===== config.mk =====
export PLATFORM = sky130hd
export DESIGN_NAME = collision_scan
export DESIGN_NICKNAME = d
export VERILOG_FILES = /design/src/rtl/collision_pkg.sv /design/src/rtl/collision_box_cmp.sv /design/src/rtl/collision_scan.sv
export SDC_FILE = /design/constraint.sdc
export NUM_CORES = 1
export LEC_CHECK = 0
export ABC_AREA = 1
export CAP_MARGIN = 20
export CORE_ASPECT_RATIO = 1.5
export CORE_MARGIN = 3
export CORE_UTILIZATION = 40
export DETAILED_ROUTE_END_ITERATION = 10
export PLACE_DENSITY_LB_ADDON = 0.15
export SETUP_SLACK_MARGIN = 0.05
export SLEW_MARGIN = 5
export SYNTH_ARGS = -nofsm -noshare
export SYNTH_HDL_FRONTEND = slang
export SYNTH_HIERARCHICAL = 1
export SYNTH_SLANG_ARGS = --single-unit

===== constraint.sdc =====
create_clock -name clk -period 4.7 [get_ports clk]
set_input_delay 0.94 -clock clk [delete_from_list [all_inputs] [get_ports clk]]
set_output_delay 0.94 -clock clk [all_outputs]
set_load 0.02 [all_outputs]

===== src/rtl/collision_pkg.sv =====
// Shared geometry defaults, side-flag bit positions and scan FSM states
// for the sprite-vs-tile collision scanner.
package collision_pkg;

  // Default sprite/tile geometry in pixels
  localparam int DEF_SPR_W    = 47;
  localparam int DEF_SPR_H    = 41;
  localparam int DEF_TILE_W   = 25;
  localparam int DEF_TILE_H   = 24;
  localparam int DEF_INSET_L  = 12;
  localparam int DEF_INSET_R  = 17;
  localparam int DEF_SIDE_OFS = 2;
  localparam int DEF_FOOT     = 4;

  // Bit position of each side inside the 4-bit collision vector
  typedef enum logic [1:0] {
    DOWN  = 2'd0,
    UP    = 2'd1,
    RIGHT = 2'd2,
    LEFT  = 2'd3
  } side_e;

  typedef enum logic [1:0] {
    S_IDLE  = 2'd0,
    S_ISSUE = 2'd1,
    S_DRAIN = 2'd2,
    S_DONE  = 2'd3
  } scan_state_e;

endpackage


===== src/rtl/collision_box_cmp.sv =====
// Combinational overlap test of one sprite box against one tile box,
// producing the down/up/right/left side flags. All arithmetic is done one
// bit wider than the coordinates so sums near the screen edge never wrap.
module collision_box_cmp
  import collision_pkg::*;
#(
  parameter int XW       = 10,
  parameter int YW       = 9,
  parameter int SPR_W    = DEF_SPR_W,
  parameter int SPR_H    = DEF_SPR_H,
  parameter int TILE_W   = DEF_TILE_W,
  parameter int TILE_H   = DEF_TILE_H,
  parameter int INSET_L  = DEF_INSET_L,
  parameter int INSET_R  = DEF_INSET_R,
  parameter int SIDE_OFS = DEF_SIDE_OFS,
  parameter int FOOT     = DEF_FOOT
) (
  input  logic [XW-1:0] x_sprite,
  input  logic [YW-1:0] y_sprite,
  input  logic [XW-1:0] tile_x,
  input  logic [YW-1:0] tile_y,
  output logic [3:0]    flags
);

  localparam logic [XW:0] K_SPR_W    = SPR_W[XW:0];
  localparam logic [XW:0] K_TILE_W   = TILE_W[XW:0];
  localparam logic [XW:0] K_INSET_L  = INSET_L[XW:0];
  localparam logic [XW:0] K_INSET_R  = INSET_R[XW:0];
  localparam logic [XW:0] K_SIDE_X   = SIDE_OFS[XW:0];
  localparam logic [YW:0] K_SPR_H    = SPR_H[YW:0];
  localparam logic [YW:0] K_TILE_H   = TILE_H[YW:0];
  localparam logic [YW:0] K_FOOT     = FOOT[YW:0];
  localparam logic [YW:0] K_SIDE_Y   = SIDE_OFS[YW:0];
  localparam logic [YW:0] K_ONE_Y    = 1;

  logic [XW:0] xs, tx, spr_r, spr_side, tile_r;
  logic [YW:0] ys, ty, spr_b, tile_b;
  logic        h_ovl, v_span;

  assign xs       = {1'b0, x_sprite};
  assign tx       = {1'b0, tile_x};
  assign ys       = {1'b0, y_sprite};
  assign ty       = {1'b0, tile_y};
  assign spr_r    = xs + K_SPR_W - K_INSET_R;
  assign spr_side = xs + K_SPR_W - K_SIDE_X;
  assign tile_r   = tx + K_TILE_W;
  assign spr_b    = ys + K_SPR_H;
  assign tile_b   = ty + K_TILE_H;

  assign h_ovl  = (spr_r > tx) && ((xs + K_INSET_L) < tile_r);
  assign v_span = ((ys + K_SIDE_Y) <= tile_b) && ((spr_b - K_ONE_Y) >= ty);

  // Evaluate each side probe against the current tile
  always_comb begin
    flags        = '0;
    flags[DOWN]  = h_ovl && (spr_b >= ty) && ((spr_b + K_FOOT) <= tile_b);
    flags[UP]    = h_ovl && (ys >= ty) && (ys <= tile_b);
    flags[RIGHT] = v_span && (spr_side >= tx) && (spr_side <= tile_r);
    flags[LEFT]  = v_span && (xs >= tx) && (xs <= tile_r);
  end

endmodule


===== src/rtl/collision_scan.sv =====
// Collision scanner: walks a tile table through a one-cycle-latency read
// port with a single shared box comparator, OR-accumulating side flags and
// counting hit tiles, then publishes the result with a one-cycle done.
// Optional feature macro: COLLISION_SCAN_HIT_INDEX_EN adds ground_idx /
// ground_vld reporting the lowest tile index whose down flag fired.
module collision_scan
  import collision_pkg::*;
#(
  parameter int N_TILES  = 16,
  parameter int XW       = 10,
  parameter int YW       = 9,
  parameter int SPR_W    = DEF_SPR_W,
  parameter int SPR_H    = DEF_SPR_H,
  parameter int TILE_W   = DEF_TILE_W,
  parameter int TILE_H   = DEF_TILE_H,
  parameter int INSET_L  = DEF_INSET_L,
  parameter int INSET_R  = DEF_INSET_R,
  parameter int SIDE_OFS = DEF_SIDE_OFS,
  parameter int FOOT     = DEF_FOOT,
  localparam int AW      = (N_TILES > 1) ? $clog2(N_TILES) : 1,
  localparam int CW      = $clog2(N_TILES + 1)
) (
  input  logic          clk,
  input  logic          rst,
  input  logic          start,
  input  logic [XW-1:0] x_sprite,
  input  logic [YW-1:0] y_sprite,
  output logic [AW-1:0] tile_addr,
  input  logic [XW-1:0] tile_x,
  input  logic [YW-1:0] tile_y,
  input  logic          tile_en,
  output logic          busy,
  output logic          done,
  output logic [3:0]    is_collision,
`ifdef COLLISION_SCAN_HIT_INDEX_EN
  output logic [AW-1:0] ground_idx,
  output logic          ground_vld,
`endif
  output logic [CW-1:0] hit_count
);

  localparam logic [AW-1:0] LAST_ADDR = AW'(N_TILES - 1);

  scan_state_e   state_q, state_d;
  logic [AW-1:0] addr_q, addr_d;
  logic          vld_q, vld_d;
  logic [XW-1:0] xs_q, xs_d;
  logic [YW-1:0] ys_q, ys_d;
  logic [3:0]    sh_flags_q, sh_flags_d;
  logic [CW-1:0] sh_cnt_q, sh_cnt_d;
  logic          busy_q, busy_d;
  logic          done_q, done_d;
  logic [3:0]    coll_q, coll_d;
  logic [CW-1:0] hit_q, hit_d;
  logic [3:0]    cmp_flags;
`ifdef COLLISION_SCAN_HIT_INDEX_EN
  logic [AW-1:0] idx_q, idx_d;
  logic [AW-1:0] sh_gidx_q, sh_gidx_d;
  logic          sh_gvld_q, sh_gvld_d;
  logic [AW-1:0] gidx_q, gidx_d;
  logic          gvld_q, gvld_d;
`endif

  collision_box_cmp #(
    .XW(XW), .YW(YW), .SPR_W(SPR_W), .SPR_H(SPR_H),
    .TILE_W(TILE_W), .TILE_H(TILE_H), .INSET_L(INSET_L),
    .INSET_R(INSET_R), .SIDE_OFS(SIDE_OFS), .FOOT(FOOT)
  ) u_cmp (
    .x_sprite (xs_q),
    .y_sprite (ys_q),
    .tile_x   (tile_x),
    .tile_y   (tile_y),
    .flags    (cmp_flags)
  );

  // Next-state logic: FSM sequencing, address walk and shadow accumulation
  always_comb begin
    // NOTE: every signal gets a default first so no path leaves it unassigned (no latch).
    state_d    = state_q;
    addr_d     = addr_q;
    vld_d      = (state_q == S_ISSUE);
    xs_d       = xs_q;
    ys_d       = ys_q;
    sh_flags_d = sh_flags_q;
    sh_cnt_d   = sh_cnt_q;
    busy_d     = 1'b0;
    done_d     = 1'b0;
    coll_d     = coll_q;
    hit_d      = hit_q;
`ifdef COLLISION_SCAN_HIT_INDEX_EN
    idx_d      = addr_q;
    sh_gidx_d  = sh_gidx_q;
    sh_gvld_d  = sh_gvld_q;
    gidx_d     = gidx_q;
    gvld_d     = gvld_q;
`endif

    // Check stage: read data for the address issued last cycle is present now
    if (vld_q && tile_en) begin
      sh_flags_d = sh_flags_q | cmp_flags;
      if (|cmp_flags) sh_cnt_d = sh_cnt_q + CW'(1);
`ifdef COLLISION_SCAN_HIT_INDEX_EN
      if (cmp_flags[DOWN] && !sh_gvld_q) begin
        sh_gidx_d = idx_q;
        sh_gvld_d = 1'b1;
      end
`endif
    end

    unique case (state_q)
      S_IDLE: begin
        if (start) begin
          state_d    = S_ISSUE;
          addr_d     = '0;
          xs_d       = x_sprite;
          ys_d       = y_sprite;
          sh_flags_d = '0;
          sh_cnt_d   = '0;
          busy_d     = 1'b1;
`ifdef COLLISION_SCAN_HIT_INDEX_EN
          sh_gidx_d  = '0;
          sh_gvld_d  = 1'b0;
`endif
        end
      end
      S_ISSUE: begin
        busy_d = 1'b1;
        if (addr_q == LAST_ADDR) begin
          state_d = S_DRAIN;
          addr_d  = '0;
        end else begin
          addr_d  = addr_q + AW'(1);
        end
      end
      S_DRAIN: begin
        // Publish including the final check happening this cycle
        state_d = S_DONE;
        done_d  = 1'b1;
        coll_d  = sh_flags_d;
        hit_d   = sh_cnt_d;
`ifdef COLLISION_SCAN_HIT_INDEX_EN
        gidx_d  = sh_gidx_d;
        gvld_d  = sh_gvld_d;
`endif
      end
      S_DONE: begin
        state_d = S_IDLE;
      end
      default: state_d = S_IDLE;
    endcase
  end

  // State register with synchronous reset; all outputs come straight from flops
  always_ff @(posedge clk) begin
    if (rst) begin
      // NOTE: sequential state uses non-blocking assignments so all flops update together.
      state_q    <= S_IDLE;
      addr_q     <= '0;
      vld_q      <= 1'b0;
      xs_q       <= '0;
      ys_q       <= '0;
      sh_flags_q <= '0;
      sh_cnt_q   <= '0;
      busy_q     <= 1'b0;
      done_q     <= 1'b0;
      coll_q     <= '0;
      hit_q      <= '0;
`ifdef COLLISION_SCAN_HIT_INDEX_EN
      idx_q      <= '0;
      sh_gidx_q  <= '0;
      sh_gvld_q  <= 1'b0;
      gidx_q     <= '0;
      gvld_q     <= 1'b0;
`endif
    end else begin
      state_q    <= state_d;
      addr_q     <= addr_d;
      vld_q      <= vld_d;
      xs_q       <= xs_d;
      ys_q       <= ys_d;
      sh_flags_q <= sh_flags_d;
      sh_cnt_q   <= sh_cnt_d;
      busy_q     <= busy_d;
      done_q     <= done_d;
      coll_q     <= coll_d;
      hit_q      <= hit_d;
`ifdef COLLISION_SCAN_HIT_INDEX_EN
      idx_q      <= idx_d;
      sh_gidx_q  <= sh_gidx_d;
      sh_gvld_q  <= sh_gvld_d;
      gidx_q     <= gidx_d;
      gvld_q     <= gvld_d;
`endif
    end
  end

  assign tile_addr    = addr_q;
  assign busy         = busy_q;
  assign done         = done_q;
  assign is_collision = coll_q;
  assign hit_count    = hit_q;
`ifdef COLLISION_SCAN_HIT_INDEX_EN
  assign ground_idx   = gidx_q;
  assign ground_vld   = gvld_q;
`endif

endmodule


==> impl_metrics.csv <==
group,metric,value,unit
critical_path,crit_path_end,"hit_count[3]",
clocking,cts.clk_slew.worst_paths,0.06,ns
critical_path,rrSetupSlack,0.55,ns
clocking,cts_tree,"built",
placement,dp_hpwl,14.19,mm
synthesis,synth-edff-count,0,
grt,grt_max_degree,26,
grt,grt_util_met3,0.01573,
status,status,"complete, no violations",
sta,tightestPinTransition,0.6650,ns
floorplan,fp.dieArea,16490,sq um
sta,finalCriticalPeriod,4.226,ns
floorplan,core.rowCount,54,
sta,hold_ws,0.4818,ns
critical_path,reg2reg_depth,24,
sta,setup_viol,0,
clocking,clock-sinks,46,
floorplan,fp.dieW,105.8,um
grt,grt_pass1_wl,26.57,mm
sta,relSlewSlack,0.5562,
sta,fin_skew,0.005931,ns
power_and_ir_drop,peakVddDrop,0.2537,mV
grt,first_global_vias,5481,
floorplan,ios,57,
synthesis,yosys_warnings,6,
critical_path,arrival,4.41,ns
synthesis,synthArstFlopShare,0,
sta,final.setup.tns,0,ns
grt,met2_usage,0.4094,
critical_path,critPathLaunchType,"input pin",
drt,avgViaCountPerCell,4.947,
grt,grt_util_met1,0.2041,
sta,hold_viol,0,
sta,fin_crit_sh,0.8992,
floorplan,die_y,155.8,um
synthesis,synth_cell_types,48,
drt,firstDrtPassIters,4,
synthesis,avgSynthCellArea,6.766,sq um
synthesis,syn_inst,884,
power_and_ir_drop,pwr_density_cell,422.7,nW/um^2
drt,ant_nets,0,
clocking,htreeDepth,2,
critical_path,cp.required,4.89,ns
placement,place_area,6775,sq um
clocking,cts_buffers,5,
placement,gp_congestion,0.8870,
sta,slew_viol_final,0,
sta,timing.fmax,0.2366,GHz
power_and_ir_drop,p_total,2.936,mW
drt,drt_iter0_markers,221,
synthesis,yosysTopAreaCell,"ha_1",
drt,wl_per_cell,14.50,um
critical_path,crit_path_max_fanout,7,
grt,grtUsageTotal,0.2008,
synthesis,seq_area_frac_synth,0.1540,
critical_path,cp-end-kind,"register",
final_layout,diodes,0,
grt,busiest_layer,"met2",
min_path,hold_path.class,"register to register",
synthesis,yosys_most_used_dff,"dfxtp_1",
clocking,postCtsSetupBuffers,0,
synthesis,synthTopCellsByArea,"ha_1 (27%), dfxtp_1 (15%), nand2_1 (11%)",
final_layout,drive_above_1_share,0.05196,
final_layout,area_growth_syn_to_layout,16.15,%
clocking,ctsHoldBuffers,0,
critical_path,r2r_start,"ys_q[2]",
drt,vias,5635,
synthesis,syn-num-nets,1057,
final_layout,fin_nets,1115,
run,maxCapViolations,0,
placement,port_buffers,56,
critical_path,reg2reg_to,"hit_count[3]",
synthesis,ys_seq_elements,46,
drt,drc,0,
sta,rsz0062_at_grt,"false",
clocking,cts_buffer_depth,2,
grt,antenna_found_initial,0,
floorplan,core,14590,sq um
critical_path,crit_start,"tile_x[0]",
clocking,clk_latency,0.28,ns
synthesis,synth_area,5981,sq um
final_layout,final_cell_area,6947,sq um
critical_path,path_class,"input pin to register",
clocking,cts-root-buf,"clkbuf_16",
drt,wl,16.52,mm
grt,grt.overflow.total,0,
power_and_ir_drop,total_leakage_power,3.561,nW
synthesis,synth.top_cell.area_share,0.2741,
floorplan,start_util,0.4098,
==> cells in the final DEF, fill, tap and decap left out, types with 3 or more instances in the layout <==
cell type,n
nand2_1,176
ha_1,131
inv_1,127
nor2_1,100
a21oi_1,61
clkdlybuf4s50_1,56
dfxtp_1,46
nand3_1,44
o21ai_0,40
xor2_1,36
nand4_1,14
nand2_2,12
nor3_1,10
o211ai_1,8
xnor2_1,8
inv_2,7
a21o_1,6
clkbuf_16,5
buf_4,5
o21a_1,4
o21ai_1,3
nand2_4,3
nor2_2,3
o2111ai_1,3
==> power breakdown <==
part           internal, mW  total [mW]  switching [mW]
clock network         0.249       0.395           0.146
logic                 0.743        1.96            1.22
registers             0.473       0.579           0.106
total                  1.46        2.94            1.47
==> kinds of logic after synthesis <==
| family | count (synthesis) | share of synthesized area |
|---|---|---|
| AOI/OAI and AO/OA | 139 | 0.1333 |
| and+or+nand+nor | 377 | 0.2757 |
| adders and majority gates | 131 | 0.2741 |
| xor gates and xnor gates | 45 | 0.06904 |
| DFF | 46 | 0.1540 |
| buffers and inverters | 146 | 0.09393 |
==> layout make-up <==
type / count / area, sq um
clock buffer: 5 / 125.1
clock inverter: 3 / 40.04
inverter: 136 / 513.0
fill: 1602 / 7647
sequential: 46 / 920.9
tap: 196 / 245.2
multi-input combinational: 692 / 4504
timing repair buffer: 61 / 598.1
==> metrics by stage <==
stage	worst slack, ns	cells	util
floorplan	1.069	884	-
global placement	0.1210	1131	0.4642
detailed placement	0.1091	1131	0.4642
CTS	0.4004	1139	0.4756
global route	0.06596	1139	0.4760
finish	0.4738	1139	0.4760
==> flip-flops by register name, indices dropped and copies added (netlist names), 2 cells and up <==
| register | flops |
|---|---|
| tile_addr | 4 |
| hit_count | 5 |
| sh_flags_q | 4 |
| ys_q | 9 |
| xs_q | 10 |
| is_collision | 4 |
| sh_cnt_q | 5 |
| state_q | 2 |
==> Yosys cell counts (all sizes together) (3+ instances only) <==
| cell type | instances |
|---|---|
| nand2 | 191 |
| inv | 135 |
| ha | 131 |
| nor2 | 104 |
| a21oi | 61 |
| nand3 | 47 |
| dfxtp | 46 |
| o21ai | 45 |
| xor2 | 36 |
| nand4 | 14 |
| nor3 | 12 |
| xnor2 | 9 |
| o211ai | 8 |
| buf | 7 |
| a21o | 6 |
| o21a | 4 |
| clkbuf | 3 |
| o2111ai | 3 |
==> per-layer routing <==
layer  vias to the layer above  share of wire
met5                         -              0
met4                         0          0.043
met3                        37          0.017
met2                        78           0.55
met1                      2498           0.39
li1                       3022              -
==> critical path: stages <==
cell,delay [ns]
clkdlybuf4s50_1,0.58
ha_1,0.22
nand2_1,0.11
nand2_1,0.09
nand2_1,0.08
nor3_1,0.24
xor2_1,0.33
ha_1,0.31
a21oi_1,0.14
o21ai_0,0.08
a211oi_1,0.21
nand2_1,0.09
nor2_1,0.15
nor2_1,0.07
nand2_1,0.11
nand2_1,0.17
o21ai_0,0.27
nand3_1,0.10
nand2_1,0.09
inv_1,0.03
==> timing repair <==
action                                  in CTS  in global routing
hold endpoints to repair                     0                  0
endpoints found under the setup margin       0                  4
gates resized for setup                      0                  1
==> worst min path at each step <==
stage	startpoint	endpoint	slack, ns	depth (start not counted)
final	is_collision[0]	is_collision[0]	0.48	2
after global routing	is_collision[3]	is_collision[3]	0.52	2
after CTS	is_collision[0]	is_collision[0]	0.49	2
after detailed placement	is_collision[0]	is_collision[0]	0.47	2
after global placement	is_collision[0]	is_collision[0]	0.47	2
after floorplan	state_q[1]	state_q[1]	0.47	2
Note: power is estimated with default switching activity, not from simulation.
